`config.mk`:
```
export PLATFORM = sky130hd
export DESIGN_NAME = sr04_scheduler
export DESIGN_NICKNAME = d
export VERILOG_FILES = /design/src/rtl/sr04_scheduler.sv
export SDC_FILE = /design/constraint.sdc
export NUM_CORES = 1
export LEC_CHECK = 0
export ABC_AREA = 1
export BUFFER_PORTS_ARGS = -buffer_cell sky130_fd_sc_hd__buf_2
export CAP_MARGIN = 15
export CORE_AREA = 2 2 95 97
export CTS_CLUSTER_SIZE = 28
export DETAILED_ROUTE_END_ITERATION = 8
export DIE_AREA = 0 0 97 99
export GPL_TIMING_DRIVEN = 0
export PLACE_DENSITY = 0.76
export SYNTH_ARGS = -nofsm -noshare
export SYNTH_HDL_FRONTEND = slang
export SYNTH_SLANG_ARGS = --single-unit
```
`constraint.sdc`:
```
create_clock -name clk -period 1.8 [get_ports clk]
set_input_delay 0.36 -clock clk [delete_from_list [all_inputs] [get_ports clk]]
set_output_delay 0.36 -clock clk [all_outputs]
set_load 0.01 [all_outputs]
```
`src/rtl/sr04_scheduler.sv`:
```
// sr04_scheduler: decides when the HC-SR04 ranging controller may fire.
// Start pulses come from a manual request or the auto-mode period. A guard
// interval keeps pings far enough apart that late echoes cannot alias into
// the next measurement. Each measurement is supervised by a timeout, and
// completed distances are latched with a valid strobe and a success counter.
//
// Handshake with the ranging controller: meas_start is a one-cycle pulse that
// launches exactly one measurement. meas_done is a one-cycle pulse that
// qualifies meas_dist in the same cycle. It is accepted only while the
// scheduler is waiting for a result; a meas_done seen at any other time is
// dropped. There is no back-pressure in either direction.

module sr04_scheduler #(
    parameter int unsigned CLK_HZ     = 100_000_000,
    parameter int unsigned PERIOD_MS  = 100,
    parameter int unsigned GUARD_MS   = 60,
    parameter int unsigned TIMEOUT_MS = 40,
    parameter int unsigned DIST_W     = 24
) (
    input  logic              clk,
    input  logic              rst,          // asynchronous, active low
    input  logic              auto_en,
    input  logic              req,
    input  logic              meas_done,
    input  logic [DIST_W-1:0] meas_dist,
    output logic              meas_start,
    output logic [DIST_W-1:0] dist_out,
    output logic              dist_valid,
    output logic              busy,
    output logic              timeout_err,
    output logic [15:0]       meas_count,
    output logic [1:0]        fsm_state     // debug view of the FSM state
);

    localparam int unsigned MS_CYC = CLK_HZ / 1000;

    // Limits are stored as "cycles - 1". since_start is 0 in the meas_start
    // cycle, so reaching N-1 means N cycles have gone by since that pulse.
    localparam logic [31:0] PERIOD_LIM  = 32'(PERIOD_MS * MS_CYC - 1);
    localparam logic [31:0] GUARD_LIM   = 32'(GUARD_MS * MS_CYC - 1);
    localparam logic [31:0] TIMEOUT_LIM = 32'(TIMEOUT_MS * MS_CYC - 1);

    typedef enum logic [1:0] {
        S_IDLE  = 2'd0,
        S_ISSUE = 2'd1,
        S_WAIT  = 2'd2
    } state_t;

    state_t            state;
    state_t            state_nxt;
    logic [31:0]       since_start;
    logic              pend;

    logic              guard_ok;
    logic              period_due;
    logic              timed_out;
    logic              enter_issue;
    logic              done_ok;
    logic              to_err;

    logic              start_d;
    logic              busy_d;
    logic              valid_d;
    logic              err_d;
    logic [DIST_W-1:0] dist_d;
    logic [15:0]       count_d;

    assign fsm_state = state;

    // Decode the interval counter into guard, period and timeout conditions.
    always_comb begin
        guard_ok   = (since_start >= GUARD_LIM);
        period_due = (since_start >= PERIOD_LIM);
        timed_out  = (since_start >= TIMEOUT_LIM);
    end

    // State register.
    always_ff @(posedge clk or negedge rst) begin
        if (!rst) begin
            state <= S_IDLE;
        end else begin
            state <= state_nxt;
        end
    end

    // Next-state logic. A result arriving in the timeout cycle counts as a
    // success, so meas_done is tested before the timeout.
    always_comb begin
        state_nxt = state;
        case (state)
            S_IDLE: begin
                if (guard_ok && (pend || req || (auto_en && period_due))) begin
                    state_nxt = S_ISSUE;
                end
            end
            S_ISSUE: begin
                state_nxt = S_WAIT;
            end
            S_WAIT: begin
                if (meas_done || timed_out) begin
                    state_nxt = S_IDLE;
                end
            end
            default: begin
                state_nxt = S_IDLE;
            end
        endcase
    end

    // Classify the events of the current cycle for the counter, latch and outputs.
    always_comb begin
        enter_issue = (state == S_IDLE) && (state_nxt == S_ISSUE);
        done_ok     = (state == S_WAIT) && meas_done;
        to_err      = (state == S_WAIT) && !meas_done && timed_out;
    end

    // Interval counter: cleared on the edge that enters ISSUE, so it reads 0
    // in the meas_start cycle. It saturates instead of wrapping, so a long
    // idle period never makes the guard look unsatisfied.
    always_ff @(posedge clk or negedge rst) begin
        if (!rst) begin
            since_start <= '1;
        end else if (enter_issue) begin
            since_start <= '0;
        end else if (since_start != '1) begin
            since_start <= since_start + 32'd1;
        end
    end

    // Request latch: any number of reqs before service collapse into one ping.
    // A req seen on the edge that enters ISSUE is served by that ping.
    always_ff @(posedge clk or negedge rst) begin
        if (!rst) begin
            pend <= 1'b0;
        end else if (enter_issue) begin
            pend <= 1'b0;
        end else if (req) begin
            pend <= 1'b1;
        end
    end

    // Output logic: next values of the registered outputs, taken from the
    // next state and from this cycle's events.
    always_comb begin
        start_d = (state_nxt == S_ISSUE);
        busy_d  = (state_nxt != S_IDLE);
        valid_d = done_ok;
        dist_d  = dist_out;
        count_d = meas_count;
        err_d   = timeout_err;
        if (done_ok) begin
            dist_d  = meas_dist;
            count_d = meas_count + 16'd1;
            err_d   = 1'b0;
        end else if (to_err) begin
            err_d   = 1'b1;
        end
    end

    // Output registers: every port changes only on a clock edge or on reset.
    always_ff @(posedge clk or negedge rst) begin
        if (!rst) begin
            meas_start  <= 1'b0;
            busy        <= 1'b0;
            dist_valid  <= 1'b0;
            dist_out    <= '0;
            meas_count  <= '0;
            timeout_err <= 1'b0;
        end else begin
            meas_start  <= start_d;
            busy        <= busy_d;
            dist_valid  <= valid_d;
            dist_out    <= dist_d;
            meas_count  <= count_d;
            timeout_err <= err_d;
        end
    end

endmodule
```
==> insert_results.sql, run 1 <==
INSERT INTO impl_metrics (metric_group, metric, value, unit) VALUES
('yosys', 'yosys-top-cells-area', 'dfrtp_1, dfstp_2, nand2_1', ''),
('run_status', 'run_status', 'finished with violations', ''),
('setup_path', 'critical_path_class', 'flop to flop', ''),
('yosys', 'synth_enable_flop_cells', '0', ''),
('cells_and_area', 'fin_area', '5370', 'sq um'),
('route', 'drt-pass1-iter-count', '6', ''),
('cells_and_area', 'stdcell_count', '772', ''),
('cts', 'cts_tree', 'yes', ''),
('die', 'die-area', '9600', 'sq um'),
('route', 'remaining_drc_errors', '0', ''),
('setup_path', 'setup.worst_path.start_class', 'flop', ''),
('cts', 'clkSlewWorstSetupHoldPaths', '0.09', 'ns'),
('yosys', 'synth.yosys.warnings', '0', ''),
('sta', 'max_slew.worst_pin.slew', '0.406', 'ns'),
('setup_path', 'critPathRequiredTime', '2.05', 'ns'),
('sta', 'layout_min_cycle_time', '1.93', 'ns'),
('setup_path', 'worst_setup_path_end_kind', 'flop', ''),
('route', 'antenna_left', '0', ''),
('sta', 'setup_viol', '36', ''),
('sta', 'rsz0062_at_grt', 'true', ''),
('sta', 'period_share', '1.07', ''),
('setup_path', 'regToRegEndpoint', 'pend', ''),
('global_route', 'globalRouteOverflowTotal', '0', ''),
('place', 'replace_congestion', '0.938', ''),
('power_and_ir_drop', 'leakage', '2.63', 'nW'),
('die', 'io_pins', '75', ''),
('flow_run', 'drv_cap', '0', ''),
('global_route', 'grt_max_degree', '54', ''),
('sta', 'maxSlewViolCount', '0', ''),
('die', 'die_width', '97', 'microns'),
('global_route', 'grt_antenna_before_repair', '0', ''),
('global_route', 'grtUsageTotal', '0.236', ''),
('yosys', 'nets_in_the_synthesized_netlist', '590', ''),
('cells_and_area', 'filler_cell_count', '751', ''),
('power_and_ir_drop', 'pwr_density_cell', '1130', 'nW/um^2'),
('route', 'detail_route.wirelength', '10800', 'microns'),
('sta', 'slew_headroom', '0.727', ''),
('route', 'via_count', '3961', ''),
('setup_path', 'arrival', '2.18', 'ns'),
('setup_path', 'reg2reg_launch_point', 'since_start[1]', ''),
('die', 'std_cell_rows', '34', ''),
('die', 'start_util', '0.502', ''),
('cts', 'cts-root-to-sink-buffers', '2', ''),
('sta', 'finalHoldViolCount', '0', ''),
('power_and_ir_drop', 'irDropWorstVdd', '802', 'uV'),
('cts', 'cts-htree-levels', '3', ''),
('sta', 'max_freq', '0.518', 'GHz'),
('yosys', 'synth.top_cell.area_share', '0.274', ''),
('yosys', 'synth_cell_type_count', '39', ''),
('place', 'numPlacedInstances', '742', ''),
('cts', 'cts_root_buf', 'clkbuf_8', ''),
('cts', 'source_to_sink_clock_delay_at_the_later_pin_of_the_worst_skew_pair', '0.36', 'ns'),
('die', 'floorplan.die.height', '99', 'microns'),
('yosys', 'async_flop_share', '1.00', ''),
('worst_hold_path', 'worst_hold_path_type', 'input pin to flop', ''),
('yosys', 'synth_area', '4300', 'sq um'),
('yosys', 'syn-mean-instance-area', '7.68', 'sq um'),
('place', 'io_buffer_count', '74', ''),
('setup_path', 'worstPathMaxFanout', '6', ''),
('cells_and_area', 'finalNetCount', '690', ''),
('die', 'floorplan.core_area', '8550', 'sq um'),
('yosys', 'synth-main-ff-cell', 'dfrtp_1', ''),
('yosys', 'postSynthRegisterBits', '79', ''),
('cells_and_area', 'antenna_cells_inserted', '0', ''),
('run_status', 'violations', 'setup timing', ''),
('setup_path', 'critPathCapture', 'pend', ''),
('place', 'dp_hpwl', '7380', 'microns'),
('cells_and_area', 'drive_above_1_share', '0.316', ''),
('route', 'detail_route.vias_per_cell', '5.13', ''),
('sta', 'finalClockSkew', '0.00745', 'ns'),
('global_route', 'via_count_of_the_first_global_routing_pass', '3861', ''),
('cts', 'cts_inserted_buffers', '9', ''),
('cells_and_area', 'flow.area_growth_from_synthesis', '25.1', '%'),
('global_route', 'grt_pass1_wl', '18200', 'microns'),
('yosys', 'postSynthCellCount', '559', ''),
('yosys', 'synth_top_area_cell', 'dfrtp_1', ''),
('setup_path', 'r2r_setup_slack', '-0.13', 'ns'),
('place', 'post_place_cell_area', '4850', 'sq um'),
('route', 'final_routed_wire_length_divided_by_cell_count', '14.0', 'microns'),
('cts', 'numClockSinks', '79', ''),
('route', 'initial_drc_count', '266', ''),
('setup_path', 'worstRegToRegCells', '13', ''),
('sta', 'timing.final.ws_setup', '-0.130', 'ns'),
('setup_path', 'worstSetupStartpoint', 'since_start[1]', ''),
('yosys', 'synth_sequential_area_ratio', '0.470', '');
-- per-layer routing --
layer	track usage	part of all wire	vias up
li1	-	-	1946
met1	0.311	0.43	1812
met2	0.384	0.46	169
met3	0.0574	0.081	34
met4	0.0845	0.031	0
met5	0	0	-
-- logic make-up after synthesis --
kind of cell    after synthesis  share of synthesized area
simple gates                356                      0.365
flops                        79                      0.470
buf+inv                      73                     0.0731
xor+xnor                     26                     0.0530
compound gates               23                     0.0335
fa+ha+maj                     2                    0.00582
-- registers in the layout, summed over array words and instances, names as in the netlist --
signal,cells
since_start,32
dist_out,24
meas_count,16
fsm_state,2
busy,1
dist_valid,1
meas_start,1
pend,1
timeout_err,1
-- cells in the mapped netlist (2+ instances only) --
cell type / count
nor3_2: 2
dfstp_2: 32
o21ai_1: 3
xnor2_1: 5
buf_2: 2
a31o_2: 2
inv_1: 59
nor2_1: 77
clkbuf_1: 4
nand2_2: 2
nor2_4: 3
nor3b_1: 2
xor2_1: 21
nor3_1: 12
dfrtp_1: 47
ha_1: 2
o21ai_0: 12
nand4_1: 16
nor2_2: 14
buf_6: 2
nand3_2: 3
nand3_1: 35
nand2_1: 186
-- critical path, cell delays in order, from the launching register on --
cell      delay [ns]
dfstp_2         0.57
ha_4            0.14
inv_2           0.04
nor2_4          0.17
nand2_4         0.10
nand2_4         0.09
nand2_1         0.07
nand2_2         0.07
nand2_2         0.06
a21oi_4         0.14
nand2_4         0.12
clkinv_8        0.10
buf_12          0.12
nor2_2          0.03
-- where the power goes --
group	total [mW]	internal (mW)	switching [mW]	leakage, nW
clock network	1.43	0.701	0.731	0.105
logic	2.05	0.861	1.19	1.60
registers	2.61	2.30	0.316	0.925
-- worst min path at each step --
| stage | slack, ns | to | from | depth (start not counted) |
|---|---|---|---|---|
| 2_1_floorplan | 0.06 | busy | rst | 0 |
| 3_3_place_gp | 0.46 | meas_count[15] | meas_count[15] | 1 |
| 3_5_place_dp | 0.32 | dist_out[16] | rst | 1 |
| 4_1_cts | 0.17 | dist_out[11] | meas_dist[11] | 3 |
| 5_1_grt | 0.18 | dist_out[21] | meas_dist[21] | 3 |
| 6_report | 0.18 | dist_out[11] | meas_dist[11] | 3 |
-- what timing repair did --
action	in CTS	in global routing
hold buffers	1	0
resized for setup	23	36
setup endpoints to repair	40	62
buffers inserted	10	2
endpoints found under the hold margin	26	0
pin swaps	6	8
gates cloned	2	0
-- through the flow --
step	hold slack [ns]	power [mW]	utilization	setup TNS [ns]	setup WS (ns)
after floorplan	0.0644	3.71	-	0	0.00103
after global placement	0.455	4.34	0.564	-15.40	-0.282
after detailed placement	0.316	4.41	0.567	-7.51	-0.300
after CTS	0.168	6.05	0.614	-1.52	-0.0733
after global routing	0.176	6.50	0.628	-6.98	-0.230
final	0.181	6.09	0.628	-3.23	-0.130
-- cells in the final DEF, fill, tap and decap left out, drive strengths merged --
master,Yosys,routed
nand3,38,39
nor3b,2,2
xnor2,5,5
dlygate4sd3,0,1
nor3,14,14
o21ai,15,15
dfrtp,47,47
o21bai,1,1
inv,61,63
nand2,189,189
buf,6,94
clkinv,1,3
a211oi,1,1
nor4,1,1
xor2,21,21
bufinv,0,1
a31oi,1,1
clkbuf,5,14
nor2,94,94
a21oi,2,2
a22o,1,1
dfstp,32,32
ha,2,2
nand3b,1,1
a31o,2,2
clkinvlp,0,1
nand4,17,17
-- cell type report --
cell class              count  area [sq um]  share of cell area
clock buffers              10           138              0.0256
plain buffers              10          76.3              0.0142
inverters                  62           245              0.0456
flip-flops and latches     79          2020               0.375
repair buffers             89           539               0.100
multi-input cells         408          2150               0.400
well taps                 108           135              0.0252
clock inverters             6          75.1              0.0140
(Power assumes the default switching activity.)
==> run 2: changes to the inputs <==
--- a/config.mk
+++ b/config.mk
@@ -14,6 +14,7 @@
 export DIE_AREA = 0 0 97 99
 export GPL_TIMING_DRIVEN = 0
 export PLACE_DENSITY = 0.76
+export REMOVE_ABC_BUFFERS = 1
 export SYNTH_ARGS = -nofsm -noshare
 export SYNTH_HDL_FRONTEND = slang
 export SYNTH_SLANG_ARGS = --single-unit
==> run 2 against run 1 <==
Against the previous run: the flow still finishes with violations (setup timing); die area stayed put; global-route usage is 0.096 points higher; first-iteration DRC count is 8.6% higher; total power is 0.93% lower; sequential cell count stayed put; hold slack better by 0.0028 ns; via count is 2.6% higher; design area is 1.9% higher; clock power is 13% lower; largest power group unchanged.
==> insert_results.sql, run 2 (synthesis gave the netlist of run 1 again) <==
INSERT INTO impl_metrics (metric_group, metric, value, unit) VALUES
('run_status', 'run_status', 'finished with violations', ''),
('run_status', 'violations', 'setup timing', ''),
('flow_run', 'drv_cap', '0', ''),
('power_and_ir_drop', 'power_switching', '2.36', 'mW'),
('route', 'drt-pass1-iter-count', '5', ''),
('cells_and_area', 'finalNetCount', '693', ''),
('cells_and_area', 'filler_cell_count', '707', ''),
('cells_and_area', 'drive_above_1_share', '0.352', ''),
('sta', 'finalClockSkew', '0.0123', 'ns'),
('die', 'die-area', '9600', 'sq um'),
('route', 'final_routed_wire_length_divided_by_cell_count', '14.7', 'microns'),
('setup_path', 'critical_path.max_stage_delay', '0.57', 'ns'),
('route', 'detail_route.wirelength', '11400', 'microns'),
('route', 'via_count', '4065', ''),
('setup_path', 'crit_buf_inv', '1', ''),
('cts', 'cts_inserted_buffers', '9', ''),
('setup_path', 'setup.worst_path.start_class', 'flop', ''),
('cts', 'cts-root-to-sink-buffers', '2', ''),
('global_route', 'grt_max_degree', '63', ''),
('sta', 'finalHoldViolCount', '0', ''),
('power_and_ir_drop', 'power_frac_comb', '0.356', ''),
('cells_and_area', 'most_frequent_cells_in_the_layout', 'nand2_1, buf_2, nor2_1, inv_1, dfrtp_1', ''),
('route', 'met1_length', '4690', 'microns'),
('cts', 'cts_root_buf', 'clkbuf_8', ''),
('power_and_ir_drop', 'clock_power_share', '0.206', ''),
('cells_and_area', 'largest_register_ff_count', '32', ''),
('route', 'met2_length', '5350', 'microns'),
('global_route', 'globalRouteOverflowTotal', '0', ''),
('cells_and_area', 'layout_commonest_cell', 'nand2_1', ''),
('power_and_ir_drop', 'irDropWorstVdd', '898', 'uV'),
('die', 'io_pins', '75', ''),
('cells_and_area', 'flow.area_growth_from_synthesis', '27.5', '%'),
('die', 'start_util', '0.502', ''),
('global_route', 'via_count_of_the_first_global_routing_pass', '3854', ''),
('cts', 'cts_tree', 'yes', ''),
('setup_path', 'worstPathMaxFanout', '5', ''),
('sta', 'max_slew.worst_pin.slew', '0.397', 'ns'),
('cells_and_area', 'final_util', '0.640', ''),
('cells_and_area', 'stdcell_count', '775', ''),
('setup_path', 'critPathSlowestCell', 'dfstp_2', ''),
('sta', 'slew_headroom', '0.734', ''),
('power_and_ir_drop', 'seq_power_share', '0.437', ''),
('route', 'detail_route.vias_per_cell', '5.25', ''),
('place', 'replace_congestion', '0.923', ''),
('sta', 'timing.final.ws_setup', '-0.128', 'ns'),
('die', 'die_width', '97', 'microns'),
('sta', 'rsz0062_at_grt', 'true', ''),
('sta', 'maxSlewViolCount', '0', ''),
('setup_path', 'arrival', '2.24', 'ns'),
('setup_path', 'top_family_by_delay_on_critical_path', 'simple AND/OR/NAND/NOR gates', ''),
('die', 'std_cell_rows', '34', ''),
('cts', 'source_to_sink_clock_delay_at_the_later_pin_of_the_worst_skew_pair', '0.36', 'ns'),
('cells_and_area', 'multiInputGateArea', '2250', 'sq um'),
('power_and_ir_drop', 'pwr_density_cell', '1100', 'nW/um^2'),
('global_route', 'grtUsageTotal', '0.237', ''),
('setup_path', 'critPathRequiredTime', '2.11', 'ns'),
('cts', 'cts-htree-levels', '3', ''),
('cells_and_area', 'biggest_regs', 'since_start (32), dist_out (24), meas_count (16)', ''),
('route', 'met3RoutedLength', '1000', 'microns'),
('setup_path', 'critPathMostFrequentCell', 'nor2_4', ''),
('global_route', 'grt_antenna_before_repair', '0', ''),
('cells_and_area', 'most_flop_heavy_register', 'since_start', ''),
('place', 'numPlacedInstances', '731', ''),
('cells_and_area', 'layout.area.seq', '2020', 'sq um'),
('place', 'io_buffer_count', '74', ''),
('route', 'antenna_left', '0', ''),
('setup_path', 'worstPathCellList', 'ha_4 > inv_2 > nor2_4 > nand2_4 > nor2_4 > nand4_1 > nor2_1 > nand2_8 > nand2_2', ''),
('route', 'initial_drc_count', '289', ''),
('sta', 'max_freq', '0.519', 'GHz'),
('worst_hold_path', 'worst_hold_path_type', 'input pin to flop', ''),
('sta', 'period_share', '1.07', ''),
('sta', 'setup_viol', '35', ''),
('power_and_ir_drop', 'power.switching_fraction', '0.392', ''),
('cts', 'clkSlewWorstSetupHoldPaths', '0.09', 'ns'),
('place', 'dp_hpwl', '7310', 'microns'),
('setup_path', 'worst_setup_path_end_kind', 'flop', ''),
('cts', 'numClockSinks', '79', ''),
('setup_path', 'critical_path_class', 'flop to flop', ''),
('die', 'floorplan.core_area', '8550', 'sq um'),
('route', 'remaining_drc_errors', '0', ''),
('die', 'floorplan.die.height', '99', 'microns'),
('sta', 'layout_min_cycle_time', '1.93', 'ns'),
('global_route', 'grt_pass1_wl', '18300', 'microns'),
('route', 'top_signal_layer_used', 'met4', ''),
('power_and_ir_drop', 'leakage', '2.70', 'nW'),
('power_and_ir_drop', 'cell_internal_pwr', '3.67', 'mW'),
('cells_and_area', 'antenna_cells_inserted', '0', '');
-- run 2: power by group through the flow --
stage          combinational (mW)  sequential (mW)  clock [mW]
2_1_floorplan               0.860             2.77           0
3_3_place_gp                 1.64             2.61           0
3_5_place_dp                 1.72             2.62           0
4_1_cts                      2.00             2.63        1.28
5_1_grt                      2.39             2.70        1.36
6_report                     2.15             2.64        1.25
-- run 2: tightest hold or removal path: cells and delay by family --
family                 cells  cell delay [ns]
buffers and inverters      1             0.07
AND/OR/NAND/NOR            2             0.08
-- run 2: final cells by class --
class,instances,share of cell area
Multi-Input combinational cell,409,0.411
Timing Repair Buffer,98,0.110
Sequential cell,79,0.368
Inverter,62,0.0450
Tap cell,108,0.0247
Clock inverter,6,0.00983
Clock buffer,10,0.0233
Timing Repair inverter,3,0.00754
-- run 2: metrics by stage --
step,hold slack [ns],cell area (sq um),setup TNS [ns],power [mW],worst slack [ns]
5_1_grt,0.177,5480,-5.49,6.45,-0.205
3_5_place_dp,0.263,4750,-24.64,4.34,-0.663
2_1_floorplan,0.0644,4220,-0.669,3.63,-0.219
6_report,0.184,5480,-2.86,6.04,-0.128
3_3_place_gp,0.456,4720,-27.93,4.25,-0.533
4_1_cts,0.174,5170,-3.65,5.91,-0.124
-- run 2: per-layer routing --
layer | GRT usage | vias up
li1 | - | 1966
met1 | 0.308 | 1869
met2 | 0.390 | 189
met3 | 0.0716 | 41
met4 | 0.0650 | 0
met5 | 0 | -
-- run 2: timing repair --
| action | in CTS | in global routing |
|---|---|---|
| endpoints found under the setup margin | 73 | 43 |
| endpoints found under the hold margin | 5 | 0 |
| gates resized for setup | 28 | 56 |
| cloned | 5 | 0 |
| buffers inserted | 9 | 13 |
| hold buffers | 1 | 0 |
| pin swaps | 8 | 16 |
-- run 2: worst paths after layout --
| kind | startpoint | endpoint | slack, ns | depth (start not counted) |
|---|---|---|---|---|
| setup / recovery | since_start[0] | since_start[17] | -0.13 | 9 |
| hold / removal | meas_dist[12] | dist_out[12] | 0.18 | 3 |
| setup reg to reg | since_start[0] | since_start[17] | -0.13 | 9 |
| hold reg to reg | dist_out[17] | dist_out[17] | 0.49 | 2 |
| max in group asynchronous | rst | since_start[1] | 0.77 | 3 |
| min in group asynchronous | rst | meas_start | 0.42 | 2 |
